`src/rtl/pll_reset_seq.sv`:
```
// PLL reset sequencer: pulses the PLL reset, waits for a stable synchronized lock,
// then releases the system reset; retries on lock timeout and parks in FAULT.
module pll_reset_seq #(
    parameter int unsigned RST_CYCLES   = 16,
    parameter int unsigned LOCK_STABLE  = 1024,
    parameter int unsigned LOCK_TIMEOUT = 65536,
    parameter int unsigned MAX_RETRIES  = 3
) (
    input  logic       clkin,
    input  logic       resetn,
    input  logic       pll_locked,
    input  logic       restart,
    output logic       pll_rst,
    output logic       sys_rst_n,
    output logic       ready,
    output logic       fault,
    output logic       lock_lost,
    output logic [3:0] retry_cnt
);

    localparam int unsigned MAX_AB = (RST_CYCLES > LOCK_STABLE) ? RST_CYCLES : LOCK_STABLE;
    localparam int unsigned MAX_C  = (MAX_AB > LOCK_TIMEOUT) ? MAX_AB : LOCK_TIMEOUT;
    localparam int unsigned CW     = (MAX_C > 1) ? $clog2(MAX_C) : 1;

    localparam logic [CW-1:0] RST_LAST = CW'(RST_CYCLES - 1);
    localparam logic [CW-1:0] STB_LAST = CW'(LOCK_STABLE - 1);
    localparam logic [CW-1:0] TO_LAST  = CW'(LOCK_TIMEOUT - 1);
    localparam logic [CW-1:0] CNT_ONE  = CW'(1);
    localparam logic [3:0]    RETRY_LIM = 4'(MAX_RETRIES);

    localparam logic [2:0] S_RESET_PLL = 3'd0;
    localparam logic [2:0] S_WAIT_LOCK = 3'd1;
    localparam logic [2:0] S_STABLE    = 3'd2;
    localparam logic [2:0] S_RUN       = 3'd3;
    localparam logic [2:0] S_FAULT     = 3'd4;

    logic          r_sync1;
    logic          r_lock_s;
    logic [2:0]    r_state;
    logic [CW-1:0] r_cnt;
    logic [3:0]    r_retry;
    logic          r_lock_lost;
    logic          r_pll_rst;
    logic          r_sys_rst_n;
    logic          r_ready;
    logic          r_fault;

    logic [2:0]    w_state;
    logic [CW-1:0] w_cnt;
    logic [3:0]    w_retry;
    logic [3:0]    w_retry_inc;
    logic          w_lock_lost;

    // pll_locked is asynchronous to clkin; only r_lock_s feeds decisions
    always_ff @(posedge clkin or negedge resetn) begin
        if (!resetn) begin
            r_sync1  <= 1'b0;
            r_lock_s <= 1'b0;
        end else begin
            r_sync1  <= pll_locked;
            r_lock_s <= r_sync1;
        end
    end

    assign w_retry_inc = (r_retry == 4'hF) ? r_retry : r_retry + 4'd1;

    always_comb begin
        w_state     = r_state;
        w_cnt       = r_cnt;
        w_retry     = r_retry;
        w_lock_lost = r_lock_lost;
        if (restart) begin
            w_state     = S_RESET_PLL;
            w_cnt       = '0;
            w_retry     = 4'd0;
            w_lock_lost = 1'b0;
        end else begin
            case (r_state)
                S_RESET_PLL: begin
                    if (r_cnt == RST_LAST) begin
                        w_state = S_WAIT_LOCK;
                        w_cnt   = '0;
                    end else begin
                        w_cnt = r_cnt + CNT_ONE;
                    end
                end
                S_WAIT_LOCK: begin
                    // lock wins over a coincident timeout
                    if (r_lock_s) begin
                        w_state = S_STABLE;
                        w_cnt   = '0;
                    end else if (r_cnt == TO_LAST) begin
                        w_retry = w_retry_inc;
                        w_cnt   = '0;
                        w_state = (w_retry_inc == RETRY_LIM) ? S_FAULT : S_RESET_PLL;
                    end else begin
                        w_cnt = r_cnt + CNT_ONE;
                    end
                end
                S_STABLE: begin
                    if (!r_lock_s) begin
                        w_state = S_WAIT_LOCK;
                        w_cnt   = '0;
                    end else if (r_cnt == STB_LAST) begin
                        w_state = S_RUN;
                        w_cnt   = '0;
                        w_retry = 4'd0;
                    end else begin
                        w_cnt = r_cnt + CNT_ONE;
                    end
                end
                S_RUN: begin
                    if (!r_lock_s) begin
                        w_state     = S_RESET_PLL;
                        w_cnt       = '0;
                        w_lock_lost = 1'b1;
                    end
                end
                S_FAULT: begin
                    w_cnt = '0;
                end
                default: begin
                    w_state = S_RESET_PLL;
                    w_cnt   = '0;
                end
            endcase
        end
    end

    always_ff @(posedge clkin or negedge resetn) begin
        if (!resetn) begin
            r_state     <= S_RESET_PLL;
            r_cnt       <= '0;
            r_retry     <= 4'd0;
            r_lock_lost <= 1'b0;
        end else begin
            r_state     <= w_state;
            r_cnt       <= w_cnt;
            r_retry     <= w_retry;
            r_lock_lost <= w_lock_lost;
        end
    end

    // Outputs decoded from the next state so they change on the transition edge
    always_ff @(posedge clkin or negedge resetn) begin
        if (!resetn) begin
            r_pll_rst   <= 1'b1;
            r_sys_rst_n <= 1'b0;
            r_ready     <= 1'b0;
            r_fault     <= 1'b0;
        end else begin
            r_pll_rst   <= (w_state == S_RESET_PLL) || (w_state == S_FAULT);
            r_sys_rst_n <= (w_state == S_RUN);
            r_ready     <= (w_state == S_RUN);
            r_fault     <= (w_state == S_FAULT);
        end
    end

    assign pll_rst   = r_pll_rst;
    assign sys_rst_n = r_sys_rst_n;
    assign ready     = r_ready;
    assign fault     = r_fault;
    assign lock_lost = r_lock_lost;
    assign retry_cnt = r_retry;

endmodule
```
`config.mk`:
```
export PLATFORM = sky130hd
export DESIGN_NAME = pll_reset_seq
export DESIGN_NICKNAME = d
export VERILOG_FILES = /design/src/rtl/pll_reset_seq.sv
export SDC_FILE = /design/constraint.sdc
export NUM_CORES = 1
export LEC_CHECK = 0
export CELL_PAD_IN_SITES_DETAIL_PLACEMENT = 1
export CELL_PAD_IN_SITES_GLOBAL_PLACEMENT = 2
export CORE_MARGIN = 2
export CORE_UTILIZATION = 39
export DETAILED_ROUTE_END_ITERATION = 8
export GPL_ROUTABILITY_DRIVEN = 0
export PLACE_DENSITY_LB_ADDON = 0.12
export SETUP_SLACK_MARGIN = 0.05
export SYNTH_ARGS = -nofsm -noshare
export SYNTH_HDL_FRONTEND = slang
export SYNTH_SLANG_ARGS = --single-unit
export TNS_END_PERCENT = 20
```
`constraint.sdc`:
```
create_clock -name clkin -period 6.18 [get_ports clkin]
set_input_delay 1.545 -clock clkin [delete_from_list [all_inputs] [get_ports clkin]]
set_output_delay 1.545 -clock clkin [all_outputs]
set_load 0.1 [all_outputs]
```
# After elaboration in Yosys (flattened, before gate mapping)

Cells that the tools add are included.

Register bits: 29
Input port bits: 4
Word-level logic and storage cells: 62

Add/subtract/negate cells: 2
Eq/ne operators: 17
Multiplexer cells: 27
Reduce and logical (&&, ||, !) cells: 7

Operators by type and width:

| cell                                                   | count |
|---|---|
| 2-to-1 mux 16 bit                                      | 7 |
| case mux 16 bit (4 select lines)                       | 1 |
| 2-to-1 mux 3 bit                                       | 8 |
| 2-to-1 mux 4 bit                                       | 6 |
| adder 16 x 1 -> 16 bit (second input constant)         | 1 |
| equality test 16 x 10 -> 1 bit (second input constant) | 1 |
| equality test 16 bit (second input constant)           | 1 |
| equality test 16 x 4 -> 1 bit (second input constant)  | 1 |
| != test 3 bit (second input constant)                  | 5 |
| case mux 3 bit (5 select lines)                        | 1 |
| equality test 3 x 2 -> 1 bit (second input constant)   | 3 |
| case mux 4 bit (2 select lines)                        | 1 |
| equality test 3 bit (second input constant)            | 2 |
| zero test 3 bit                                        | 2 |
| AND reduction 5 bit                                    | 1 |
| adder 4 x 1 -> 4 bit (second input constant)           | 1 |
| equality test 4 x 2 -> 1 bit (second input constant)   | 1 |
| equality test 4 bit (second input constant)            | 1 |
| equality test 3 x 1 -> 1 bit (second input constant)   | 1 |
| 2-to-1 mux 1 bit                                       | 3 |
| nonzero test 3 bit                                     | 1 |
| != test 2 bit (second input constant)                  | 1 |
| AND reduction 2 bit                                    | 1 |
| nonzero test 2 bit                                     | 1 |
| logical OR 1 bit                                       | 1 |

# Depth between registers and ports, before layout

Gate-level depths: netlist (run 1).

Depth after elaboration: 10
Mapped depth: 8
Mapped depth without buffers: 6

# Worst setup path before layout (run 1)

Ideal clock, no wire load.

Path kind: register to output
From: register, netlist name ready
To: output port sys_rst_n
Arrival: 1.324 ns
Path slack: 3.311 ns
Cell stages (with the launch flop): 2
Path buffers: 1
Cell sequence: dfrtp_1 buf_4

RTL lines:

| item          | line | source |
|---|---|---|
| end, declared | 14   | `output logic sys_rst_n,` |

# Final worst setup path (run 1)

From: register r_retry[2], in the netlist retry_cnt[2]
To: output port retry_cnt[2]

RTL lines:

| item                   | line | source |
|---|---|---|
| start, declared        | 41   | `logic [3:0] r_retry;` |
| start signal, assigned | 139  | `r_retry <= w_retry;` |
| end, declared          | 18   | `output logic [3:0] retry_cnt` |

No word-level cell between the ends.

==> results of run 1 <==
area by class of cell:
class	instances	share of cell area (%)
multi-input cells	151	48.6
flip-flops and latches	29	36.6
repair buffers	14	6.80
clock buffers	7	4.35
well taps	52	3.27
inverters	2	0.378
Yosys cell counts, drive strengths merged, types with 3 or more instances:
| library cell | instances |
|---|---|
| dfrtp | 28 |
| nand2 | 18 |
| nor2 | 17 |
| o21ai | 16 |
| nand3 | 13 |
| nand4 | 9 |
| nor3 | 8 |
| clkbuf | 7 |
| o31ai | 7 |
| a21oi | 6 |
| nand2b | 6 |
| o22ai | 5 |
| buf | 4 |
| nor4b | 4 |
| or3 | 4 |
| a21boi | 3 |
| a21o | 3 |
| and3 | 3 |
| nor4 | 3 |
| or2 | 3 |
state kept, by name (all words and copies together) (netlist names):
| signal | cells |
|---|---|
| fault | 1 |
| pll_rst | 1 |
| r_lock_s | 1 |
| r_sync1 | 1 |
| retry_cnt | 4 |
| lock_lost | 1 |
| r_cnt | 16 |
| r_state | 3 |
| ready | 1 |
logic make-up (layout without fill, tap and decap cells):
family / count (synthesis) / count (layout) / synth area share, %
and+or+nand+nor: 95 / 95 / 32.1
AOI/OAI and AO/OA: 51 / 51 / 20.0
muxes: 1 / 1 / 0.570
buffers and inverters: 13 / 23 / 3.56
adders and majority gates: 2 / 2 / 1.43
xor gates and xnor gates: 2 / 2 / 0.998
DFF: 29 / 29 / 41.4
power by group through the flow:
| stage | Sequential (mW) | Combinational (mW) | Clock [mW] |
|---|---|---|---|
| after global placement | 0.199 | 0.0173 | 0 |
| after floorplan | 0.198 | 0.0104 | 0 |
| after detailed placement | 0.199 | 0.0181 | 0 |
| after CTS | 0.195 | 0.0181 | 0.164 |
| after global routing | 0.195 | 0.0197 | 0.174 |
| final | 0.195 | 0.0174 | 0.160 |
how the worst max path moves through the flow:
stage	depth (start not counted)	to	from
global placement	6	r_cnt[3]$_DFFE_PN0P_	restart
global route	1	retry_cnt[2]	retry_cnt[2]$_DFFE_PN0P_
finish	1	retry_cnt[2]	retry_cnt[2]$_DFFE_PN0P_
CTS	1	retry_cnt[2]	retry_cnt[2]$_DFFE_PN0P_
floorplan	1	sys_rst_n	ready$_DFF_PN0_
detailed placement	6	r_cnt[3]$_DFFE_PN0P_	restart
per-layer routing:
metal | track usage, % | wire [um] | up-vias
met5 | 0 | 0 | -
met4 | 7.34 | 87 | 0
met3 | 4.42 | 169 | 8
met2 | 33.7 | 2270 | 33
met1 | 24.4 | 2040 | 776
li1 | - | - | 745
==> results.sh, run 1 <==
export IMPL_syn_area_per_cell_um2=9.10
export IMPL_drt_initial_drc_count=105
export IMPL_seqCellArea_um2=727
export IMPL_grt_usage_pct=19.7
export IMPL_max_slew_worst_pin_slew_ps=972
export IMPL_holdBufCountCts=0
export IMPL_cts_buffer_depth=2
export IMPL_rsz0062_at_grt="false"
export IMPL_cts_sinks=29
export IMPL_stdcell_count=255
export IMPL_worst_setup_path_start_kind="register"
export IMPL_clkPwrFrac_pct=42.8
export IMPL_period_share_pct=56.8
export IMPL_critPathKind="register to output port"
export IMPL_crit_family="buffers and inverters"
export IMPL_place_inst=248
export IMPL_synth_largest_type_area_fraction_pct=39.9
export IMPL_die_x_um=71.1
export IMPL_p_leak_nw=0.791
export IMPL_placed_area_mm2=0.00190
export IMPL_multi_input_area_um2=966
export IMPL_layout_common_cells="dfrtp_1, nand2_1, nor2_1"
export IMPL_powerDensity_mw_per_mm2=187
export IMPL_p_seq_share_pct=52.5
export IMPL_numCtsBuffers=5
export IMPL_hp_start="r_sync1$_DFF_PN0_"
export IMPL_final_common_cell="dfrtp_1"
export IMPL_status="completed"
export IMPL_r2r_start="r_cnt[0]$_DFFE_PN0P_"
export IMPL_fin_ws_ps=2670
export IMPL_wire_per_inst_um=17.9
export IMPL_cts_root_buf="clkbuf_8"
export IMPL_hold_depth=0
export IMPL_n_antenna_cell=0
export IMPL_die_area_mm2=0.00505
export IMPL_grt_antenna_before_repair=0
export IMPL_async_flop_share_pct=100
export IMPL_yosysTopAreaCell="dfrtp_1"
export IMPL_clk_pin_slew_ps=60
export IMPL_hold_viol_final=0
export IMPL_worstPathRequired_ps=4640
export IMPL_holdPathEnd="r_lock_s$_DFF_PN0_"
export IMPL_arrival_ps=1970
export IMPL_intPower_uw=286
export IMPL_setup_violations=0
export IMPL_ys_seq_area_share_pct=41.4
export IMPL_overflow=0
export IMPL_fp_row_count=24
export IMPL_crit_chain="clkdlybuf4s50_1"
export IMPL_switchingPower_uw=86.0
export IMPL_skew_ps=4.64
export IMPL_worst_path_max_fanout=9
export IMPL_first_pass_iters=4
export IMPL_hpwl_um=3320
export IMPL_drv_slew=0
export IMPL_combPwrFrac_pct=4.7
export IMPL_rrSetupSlack_ps=3570
export IMPL_ant_nets=0
export IMPL_cts_tree="yes"
export IMPL_syn_num_nets=199
export IMPL_period_minus_slack_ps=3510
export IMPL_syn_area_mm2=0.00176
export IMPL_maxCapViolCount=0
export IMPL_via_count=1562
export IMPL_grt_pass1_vias=1598
export IMPL_r2r_end="r_cnt[13]$_DFFE_PN0P_"
export IMPL_peakVddDrop_uv=109
export IMPL_reg2reg_depth=6
export IMPL_start_util_pct=40.3
export IMPL_area_growth_pct=13.2
export IMPL_pre_cts_slack_ps=2530
export IMPL_postSynthCellCount=193
export IMPL_synth_seq_cells=29
export IMPL_min_path_type="register to register"
export IMPL_synth_edff_count=0
export IMPL_slew_headroom_pct=35.0
export IMPL_fin_setup_tns_ps=0
export IMPL_grt_max_degree=30
export IMPL_cp_num_buf_inv=1
export IMPL_finalCoreUtilization_pct=45.6
export IMPL_worst_setup_path_end_kind="output port"
export IMPL_synth_top_flop_cell="dfrtp_1"
export IMPL_via_per_inst=6.13
export IMPL_htreeDepth=2
export IMPL_cpMaxStageDelayCell="clkdlybuf4s50_1"
export IMPL_netlist_cell_type_count=52
export IMPL_drt_total_wl_um=4570
export IMPL_finalInstanceArea_mm2=0.00199
export IMPL_insertion_delay_ps=280
export IMPL_fmax_ghz=0.285
export IMPL_whs_ps=365
export IMPL_yosys_warnings=0
export IMPL_portBuffers=12
export IMPL_drive_gt1_share_pct=10.3
export IMPL_finalPower_uw=372
export IMPL_core_area_mm2=0.00435
export IMPL_cts_resized=0
export IMPL_swShare_pct=23.1
export IMPL_die_y_um=71.1
export IMPL_yosys_top_cells_area="dfrtp_1, nand2_1, nand3_1"
export IMPL_route_detailed_drc=0
export IMPL_n_fill_cell=506
export IMPL_ioPinCount=13
export IMPL_grt_pass1_wl_um=7860
export IMPL_cpPeakStageDelay_ps=1190
export IMPL_post_cts_buffers=0
export IMPL_nNetsFinal=209
Note: power is estimated with default switching activity, not from simulation.
==> run 2: changes to the inputs <==
--- a/config.mk
+++ b/config.mk
@@ -8,7 +8,7 @@
 export CELL_PAD_IN_SITES_DETAIL_PLACEMENT = 1
 export CELL_PAD_IN_SITES_GLOBAL_PLACEMENT = 2
 export CORE_MARGIN = 2
-export CORE_UTILIZATION = 39
+export CORE_UTILIZATION = 36
 export DETAILED_ROUTE_END_ITERATION = 8
 export GPL_ROUTABILITY_DRIVEN = 0
 export PLACE_DENSITY_LB_ADDON = 0.12
==> constraint.sdc (replaced) <==
create_clock -name clkin -period 3.6 [get_ports clkin]
set_input_delay 0.9 -clock clkin [delete_from_list [all_inputs] [get_ports clkin]]
set_output_delay 0.9 -clock clkin [all_outputs]
set_load 0.1 [all_outputs]
==> run 2 against run 1 <==
Against the previous run:
- power is 74% higher
- clock skew grew 2.6 ps
- critical path type is now primary input to register
- critical path depth is 5 higher
- first-iteration DRC count shrank 36%
- combinational power up 75%
- wire length increased by 2.8%
- via count about the same
- clock-buffer cell count grew 1
- flip-flop and latch count stayed put
- core utilization decreased by 3.5 points
- non-clock buffer count is the same
==> results.sh, run 2 (same netlist as run 1, synthesis figures left out) <==
export IMPL_portBuffers=12
export IMPL_place_inst=263
export IMPL_die_area_mm2=0.00545
export IMPL_rsz0062_at_grt="false"
export IMPL_worst_path_max_fanout=11
export IMPL_reg2reg_depth=6
export IMPL_powerDensity_mw_per_mm2=325
export IMPL_hp_start="r_sync1$_DFF_PN0_"
export IMPL_grt_antenna_before_repair=0
export IMPL_via_count=1561
export IMPL_rrSetupSlack_ps=940
export IMPL_ant_nets=0
export IMPL_post_cts_buffers=0
export IMPL_drt_initial_drc_count=67
export IMPL_htreeDepth=2
export IMPL_cpMaxStageDelayCell="clkdlybuf4s50_1"
export IMPL_slew_headroom_pct=35.5
export IMPL_overflow=0
export IMPL_seqCellArea_um2=727
export IMPL_nNetsFinal=209
export IMPL_cts_root_buf="clkbuf_8"
export IMPL_grt_pass1_vias=1571
export IMPL_grt_max_degree=30
export IMPL_p_leak_nw=0.806
export IMPL_route_detailed_drc=0
export IMPL_drive_gt1_share_pct=14.2
export IMPL_period_share_pct=76.1
export IMPL_multi_input_area_um2=966
export IMPL_r2r_start="r_cnt[0]$_DFFE_PN0P_"
export IMPL_via_per_inst=5.76
export IMPL_largest_register_ffs=16
export IMPL_min_path_type="register to register"
export IMPL_cpPeakStageDelay_ps=700
export IMPL_max_slew_worst_pin_slew_ps=965
export IMPL_worstPathRequired_ps=3740
export IMPL_crit_family="simple AND/OR/NAND/NOR gates"
export IMPL_holdBufCountCts=0
export IMPL_layout_common_cells="dfrtp_1, nand2_1, nor2_1"
export IMPL_fin_setup_tns_ps=0
export IMPL_r2r_end="r_cnt[13]$_DFFE_PN0P_"
export IMPL_hold_depth=0
export IMPL_stdcell_count=271
export IMPL_core_area_mm2=0.00472
export IMPL_ioPinCount=13
export IMPL_cts_resized=0
export IMPL_holdPathEnd="r_lock_s$_DFF_PN0_"
export IMPL_hpwl_um=3380
export IMPL_hold_viol_final=0
export IMPL_area_growth_pct=13.3
export IMPL_cts_buffer_depth=2
export IMPL_n_fill_cell=559
export IMPL_setup_violations=0
export IMPL_clk_pin_slew_ps=60
export IMPL_cp_num_buf_inv=1
export IMPL_fmax_ghz=0.365
export IMPL_worst_setup_path_end_kind="register"
export IMPL_cts_tree="yes"
export IMPL_worst_setup_path_start_kind="primary input"
export IMPL_final_common_cell="dfrtp_1"
export IMPL_start_util_pct=37.2
export IMPL_status="completed"
export IMPL_skew_ps=7.25
export IMPL_period_minus_slack_ps=2740
export IMPL_drv_slew=0
export IMPL_die_y_um=73.8
export IMPL_grt_pass1_wl_um=7930
export IMPL_insertion_delay_ps=290
export IMPL_first_pass_iters=4
export IMPL_top_register="r_cnt"
export IMPL_cts_sinks=29
export IMPL_grt_usage_pct=19.6
export IMPL_numCtsBuffers=5
export IMPL_peakVddDrop_uv=129
export IMPL_crit_chain="clkdlybuf4s50_1 -> nor2_1 -> and3_1 -> and2_4 -> nor3_4 -> o22ai_1"
export IMPL_die_x_um=73.8
export IMPL_drt_total_wl_um=4700
export IMPL_maxCapViolCount=0
export IMPL_arrival_ps=2880
export IMPL_critPathKind="primary input to register"
export IMPL_n_antenna_cell=0
export IMPL_fp_row_count=25
export IMPL_wire_per_inst_um=17.3
==> run 2: power by group <==
part	internal, mW	total, mW	switching [mW]	leakage, nW
registers	0.330	0.335	0.00529	0.395
logic	0.0103	0.0304	0.0201	0.366
clock network	0.156	0.281	0.126	0.0455
total	0.496	0.647	0.151	0.806
==> run 2: worst max path at each step <==
stage,startpoint,to,slack (ps),cells after the start
after global routing,restart,r_cnt[13]$_DFFE_PN0P_,720,6
after floorplan,ready$_DFF_PN0_,sys_rst_n,1380,1
after CTS,restart,r_cnt[13]$_DFFE_PN0P_,850,6
after detailed placement,restart,r_cnt[13]$_DFFE_PN0P_,560,6
after global placement,restart,r_cnt[15]$_DFFE_PN0P_,660,6
final,restart,r_cnt[13]$_DFFE_PN0P_,860,6
==> run 2: final cells by class <==
cell class	count	share of cell area [%]
Clock buffer	8	4.53
Inverter	2	0.377
Multi-Input combinational cell	151	48.6
Sequential cell	29	36.5
Tap cell	67	4.21
Timing Repair Buffer	14	5.79
==> run 2: worst reg2reg max path: cells and delay by family, from the launching register on <==
family / cells / cell delay (ps)
simple gates: 3 / 1310
compound gates: 2 / 540
flops: 1 / 420
fa+ha+maj: 1 / 250
==> run 2: routing by layer <==
metal / global-route usage, % / routed length [um]
met3: 4.25 / 150
met4: 9.90 / 114
met2: 31.6 / 2340
met1: 24.6 / 2090
met5: 0 / 0
==> run 2: stage by stage <==
stage / total power [mW] / setup slack (ps) / hold WS, ps / utilization (%) / cell area [um2]
after floorplan: 0.357 / 1380 / 331 / - / 1760
after detailed placement: 0.373 / 557 / 337 / 40.2 / 1900
after global routing: 0.677 / 721 / 368 / 42.1 / 1990
final: 0.647 / 861 / 347 / 42.1 / 1990
after CTS: 0.655 / 847 / 350 / 42.1 / 1990
after global placement: 0.371 / 659 / 333 / 40.2 / 1900
==> run 3: changes to the inputs <==
--- a/config.mk
+++ b/config.mk
@@ -8,7 +8,7 @@
 export CELL_PAD_IN_SITES_DETAIL_PLACEMENT = 1
 export CELL_PAD_IN_SITES_GLOBAL_PLACEMENT = 2
 export CORE_MARGIN = 2
-export CORE_UTILIZATION = 36
+export CORE_UTILIZATION = 33
 export DETAILED_ROUTE_END_ITERATION = 8
 export GPL_ROUTABILITY_DRIVEN = 0
 export PLACE_DENSITY_LB_ADDON = 0.12
==> constraint.sdc (replaced) <==
create_clock -name clkin -period 2.28 [get_ports clkin]
set_input_delay 0.57 -clock clkin [delete_from_list [all_inputs] [get_ports clkin]]
set_output_delay 0.57 -clock clkin [all_outputs]
set_load 0.1 [all_outputs]
==> run 3 against run 2 <==
Against the previous run:
- highest routed layer unchanged
- clock skew decreased by 3.1 ps
- wire length increased by 7.6%
- hold slack improved by 16 ps
- largest cell class unchanged
- non-clock buffer count increased by 22
==> results.sh, run 3 (same netlist as run 1, synthesis figures left out) <==
export IMPL_drt_initial_drc_count=40
export IMPL_htreeDepth=2
export IMPL_r2r_start="r_cnt[0]$_DFFE_PN0P_"
export IMPL_status="completed"
export IMPL_ant_nets=0
export IMPL_ioPinCount=13
export IMPL_final_common_cell="buf_4"
export IMPL_die_x_um=76.9
export IMPL_cpMaxStageDelayCell="or3_1"
export IMPL_die_y_um=76.9
export IMPL_worstSetupStartpoint="r_cnt[0]$_DFFE_PN0P_"
export IMPL_period_minus_slack_ps=2140
export IMPL_arrival_ps=2300
export IMPL_layout_common_cells="buf_4, dfrtp_1, nand2_1"
export IMPL_hp_start="r_sync1$_DFF_PN0_"
export IMPL_grt_usage_pct=18.5
export IMPL_nNetsFinal=231
export IMPL_insertion_delay_ps=280
export IMPL_finalPower_mw=1.07
export IMPL_numCtsBuffers=5
export IMPL_fmax_ghz=0.466
export IMPL_grt_max_degree=30
export IMPL_critPathKind="register to register"
export IMPL_drive_gt1_share_pct=25.7
export IMPL_crit_family="compound AO/OA/AOI/OAI gates"
export IMPL_clk_pin_slew_ps=70
export IMPL_period_share_pct=94.1
export IMPL_hpwl_um=3730
export IMPL_crit_chain="ha_1 -> nand3_2 -> or3_1 -> o21a_1 -> buf_4 -> o311ai_2 -> o31ai_1"
export IMPL_route_detailed_drc=0
export IMPL_worst_setup_path_end_kind="register"
export IMPL_largest_register_ffs=16
export IMPL_pre_cts_slack_ps=-75.7
export IMPL_overflow=0
export IMPL_grt_busiest_layer="met2"
export IMPL_worst_path_max_fanout=7
export IMPL_rsz0062_at_grt="true"
export IMPL_worstPathRequired_ps=2430
export IMPL_wire_per_inst_um=17.1
export IMPL_cpPeakStageDelay_ps=430
export IMPL_grt_pass1_vias=1686
export IMPL_setup_violations=0
export IMPL_via_count=1644
export IMPL_grt_use_met2_pct=32.1
export IMPL_cts_root_buf="clkbuf_8"
export IMPL_use_met1_pct=22.3
export IMPL_grt_antenna_before_repair=0
export IMPL_die_area_mm2=0.00592
export IMPL_drv_slew=0
export IMPL_max_slew_worst_pin_slew_ps=533
export IMPL_worst_setup_path_start_kind="register"
export IMPL_cts_buffer_depth=2
export IMPL_place_inst=287
export IMPL_peakVddDrop_uv=244
export IMPL_fp_row_count=26
export IMPL_maxCapViolCount=0
export IMPL_skew_ps=4.12
export IMPL_start_util_pct=34.4
export IMPL_powerDensity_mw_per_mm2=487
export IMPL_cp_num_buf_inv=1
export IMPL_fin_setup_tns_ps=0
export IMPL_fin_ws_ps=135
export IMPL_rrSetupSlack_ps=140
export IMPL_hold_viol_final=0
export IMPL_area_growth_pct=25.7
export IMPL_portBuffers=12
export IMPL_cts_tree="yes"
export IMPL_slew_headroom_pct=64.0
export IMPL_top_register="r_cnt"
export IMPL_core_area_mm2=0.00511
export IMPL_min_path_type="register to register"
export IMPL_n_antenna_cell=0
export IMPL_first_pass_iters=4
export IMPL_grt_pass1_wl_um=8510
export IMPL_cts_sinks=29
export IMPL_via_per_inst=5.55
export IMPL_use_met3_pct=4.24
export IMPL_drt_total_wl_um=5060
export IMPL_p_leak_nw=0.929
export IMPL_stdcell_count=296
[run 3: changes by cell type in the layout (fill, tap and decap cells not counted), sizes merged]
cell / change
clkbuf: -1
buf: +23
clkinv: +1
clkdlybuf4s50: -1
[run 3: final cells by class]
class,count,area [um2]
timing repair buffer,36,290
fill,616,2900
inverter,2,7.51
clock buffer,7,96.3
multi-input combinational,151,992
sequential,29,727
clock inverter,1,5.00
tap,70,87.6
[run 3: final timing paths]
kind                                             to  cells past startpoint
max reg2reg                   r_cnt[14]$_DFFE_PN0P_                      7
min in group asynchronous  retry_cnt[0]$_DFFE_PN0P_                      2
max in group asynchronous         pll_rst$_DFF_PN1_                      2
min reg2reg                      r_lock_s$_DFF_PN0_                      0
min                              r_lock_s$_DFF_PN0_                      0
max                           r_cnt[14]$_DFFE_PN0P_                      7
[run 3: what timing repair did]
action | CTS | global route
pin swaps | 0 | 2
buffers inserted | 0 | 1
hold buffers | 0 | 0
resized for setup | 1 | 4
gates cloned | 0 | 0
endpoints found under the setup margin | 3 | 15
[run 3: metal layers]
metal | wire length, um | vias up
li1 | - | 784
met1 | 2150 | 817
met2 | 2640 | 37
met3 | 202 | 6
met4 | 64 | 0
met5 | 0 | -
[run 3: stage by stage]
| stage | utilization (%) | area [um2] | hold WS (ps) |
|---|---|---|---|
| final | 43.2 | 2210 | 363 |
| after global routing | 43.2 | 2210 | 379 |
| after CTS | 42.6 | 2180 | 376 |
| after detailed placement | 40.5 | 2070 | 350 |
| after global placement | 40.5 | 2070 | 348 |
| after floorplan | - | 1760 | 274 |
[run 3: where the power goes]
part | switching [mW] | internal, mW
clock | 0.201 | 0.272
sequential | 0.00515 | 0.521
combinational | 0.0407 | 0.0327
==> RTL edit (flow settings as in run 2) <==
Change the parameter `RST_CYCLES` from 16 to 32.
--- a/src/rtl/pll_reset_seq.sv
+++ b/src/rtl/pll_reset_seq.sv
@@ -2,5 +2,5 @@
 // then releases the system reset; retries on lock timeout and parks in FAULT.
 module pll_reset_seq #(
-    parameter int unsigned RST_CYCLES   = 16,
+    parameter int unsigned RST_CYCLES   = 32,
     parameter int unsigned LOCK_STABLE  = 1024,
     parameter int unsigned LOCK_TIMEOUT = 65536,
Check against the original RTL: no difference found for any inputs over 10 cycles, from zero or initial values and one cycle with resetn low; that may be too few to reach the edited logic, so the function may still have changed.
==> RTL edit against run 2 <==
  * Cell area grew 4.7%
  * Power grew 3.4%
  * Setup slack gained 0.027 ns
  * Routed wire length shrank 0.53%
  * Via count grew 3.5%
  * Sequential cell count is the same
  * Combinational power grew 2%
  * Area after synthesis grew 4.8%
==> RTL edit: results (changes against run 2) <==
| Metric | Value |
|---|---|
| Status | `complete, no violations` |
| DP Cell Count | `280 (+6.5%)` |
| Commonest cells in the netlist | `35 x nand2_1, 28 x dfrtp_1, 16 x nor2_1, 16 x o21ai_1, 12 x nand3_1` |
| Met3 GRT Util | `3.97% (-0.28 points)` |
| Critical Path End | `r_cnt[3]` |
| Async set-reset flop share out of synthesis | `100% (unchanged)` |
| #MultiIn Comb | `161 (+6.6%)` |
| Mean Syn Cell Area | `8.97 sq um (-1.4%)` |
| Ranking of synthesized cells by area | `dfrtp_1 38%, nand2_1 7.1%, o21ai_1 4.4%` |
| DP Area | `1980 sq um (+4.3%)` |
| Final non-clock buffer share | `5.89% (+0.10 points)` |
| Critical path peak fanout | `10 (-1)` |
| Syn Nets | `211 (+6.0%)` |
| Met2 GRT Util | `32.9% (+1.2 points)` |
| Psw | `0.156 mW (+3.3%)` |
| Clock-cell share | `4.86% (+0.34 points)` |
| Worst reg2reg endpoint | `r_cnt[8]` |
| Fin nets | `223 (+6.7%)` |
| Vias per cell | `5.61 (-2.6%)` |
| Non-CTS buffers | `15 (+1)` |
| Met1 Use GR | `24.0% (-0.64 points)` |
| H-tree depth | `2 (unchanged)` |
| Initial antenna violation count | `0 (unchanged)` |
| Metal2 WL | `2420 um (+3.4%)` |
| Detailed Place HPWL | `3460 um (+2.6%)` |
| Library cells used by synthesis | `57 (+9.6%)` |
| Post-CTS setup buffer count | `0 (unchanged)` |
| Lkg Pwr | `0.791 nW (-1.9%)` |
| Met1 wire length | `2070 um (-1.1%)` |
| Worst-Margin Slew | `0.967 ns (+0.00204 ns)` |
| Crit path arrival time | `2.91 ns (+0.03 ns)` |
| Total routed wirelength | `4670 um (-0.53%)` |
| Overall Global Routing Usage | `19.2% (-0.40 points)` |
| Met3 wire length | `114 um (-24%)` |
| Sw Share | `23.3% (-0.033 points)` |
| Register area share after synthesis | `39.5% (-1.9 points)` |
| Total vias in the final route | `1615 (+3.5%)` |
| CP max stage delay | `0.61 ns (-0.09 ns)` |
| R2r setup slk | `1.25 ns (+0.31 ns)` |
| ANT cells | `0 (unchanged)` |
| DRT Pass-1 Iters | `4 (unchanged)` |
| CP Launch Point | `restart` |
| Seq_cells | `29 (unchanged)` |
| Clock buffer cells | `7 (-1)` |
| Fill count | `620 (+11%)` |
| Global-route wire length before repair | `8240 um (+3.9%)` |
| Min Tclk post-route | `2.71 ns (-0.0269 ns)` |
| Non-clk invs | `5 (+3)` |
| Hold_ws | `0.356 ns (+0.00907 ns)` |
| Fin area | `2080 sq um (+4.7%)` |
| First DRT Iteration DRCs | `71 (+6.0%)` |
| Clock root buffer | `clkbuf_8` |
| Maximum VDD drop | `0.000147 V (+14%)` |
| Clock power share | `45.2% (+1.7 points)` |
| Vias in the first global route | `1684 (+7.2%)` |
| Layout cells sized above 1 | `18.3% (+4.1 points)` |
| Final setup skew | `0.00603 ns (-0.00122 ns)` |
| Pre-CTS WS | `0.574 ns (+0.0175 ns)` |
| Multi-input gate share of total cell area | `49.2% (+0.70 points)` |
[RTL edit: cell types whose count changed after synthesis, moves of 4 or more]
cell	delta
o21ai_0	-6
nand2_1	+17
o21ai_1	+9
nand4_1	-4
o211ai_1	+9
nor3_1	-4
o31ai_1	-6
nand2b_1	-4
[RTL edit: worst min-delay path by stage]
stage	from	to	depth (start not counted)
2_1_floorplan	r_sync1	r_lock_s	0
3_3_place_gp	r_sync1	r_lock_s	0
3_5_place_dp	r_sync1	r_lock_s	0
4_1_cts	r_sync1	r_lock_s	0
5_1_grt	r_sync1	r_lock_s	0
6_report	r_sync1	r_lock_s	0
[RTL edit: cell families (layout without fill, tap and decap cells)]
family	Yosys count	in the layout	synth area share (%)
adder cells (fa/ha/maj)	2	2	1.36
multiplexers	1	1	0.544
AO/OA/AOI/OAI	48	48	18.0
AND/OR/NAND/NOR	105	105	33.5
buffers and inverters	15	28	4.69
XOR/XNOR	5	5	2.38
flip-flops	29	29	39.5
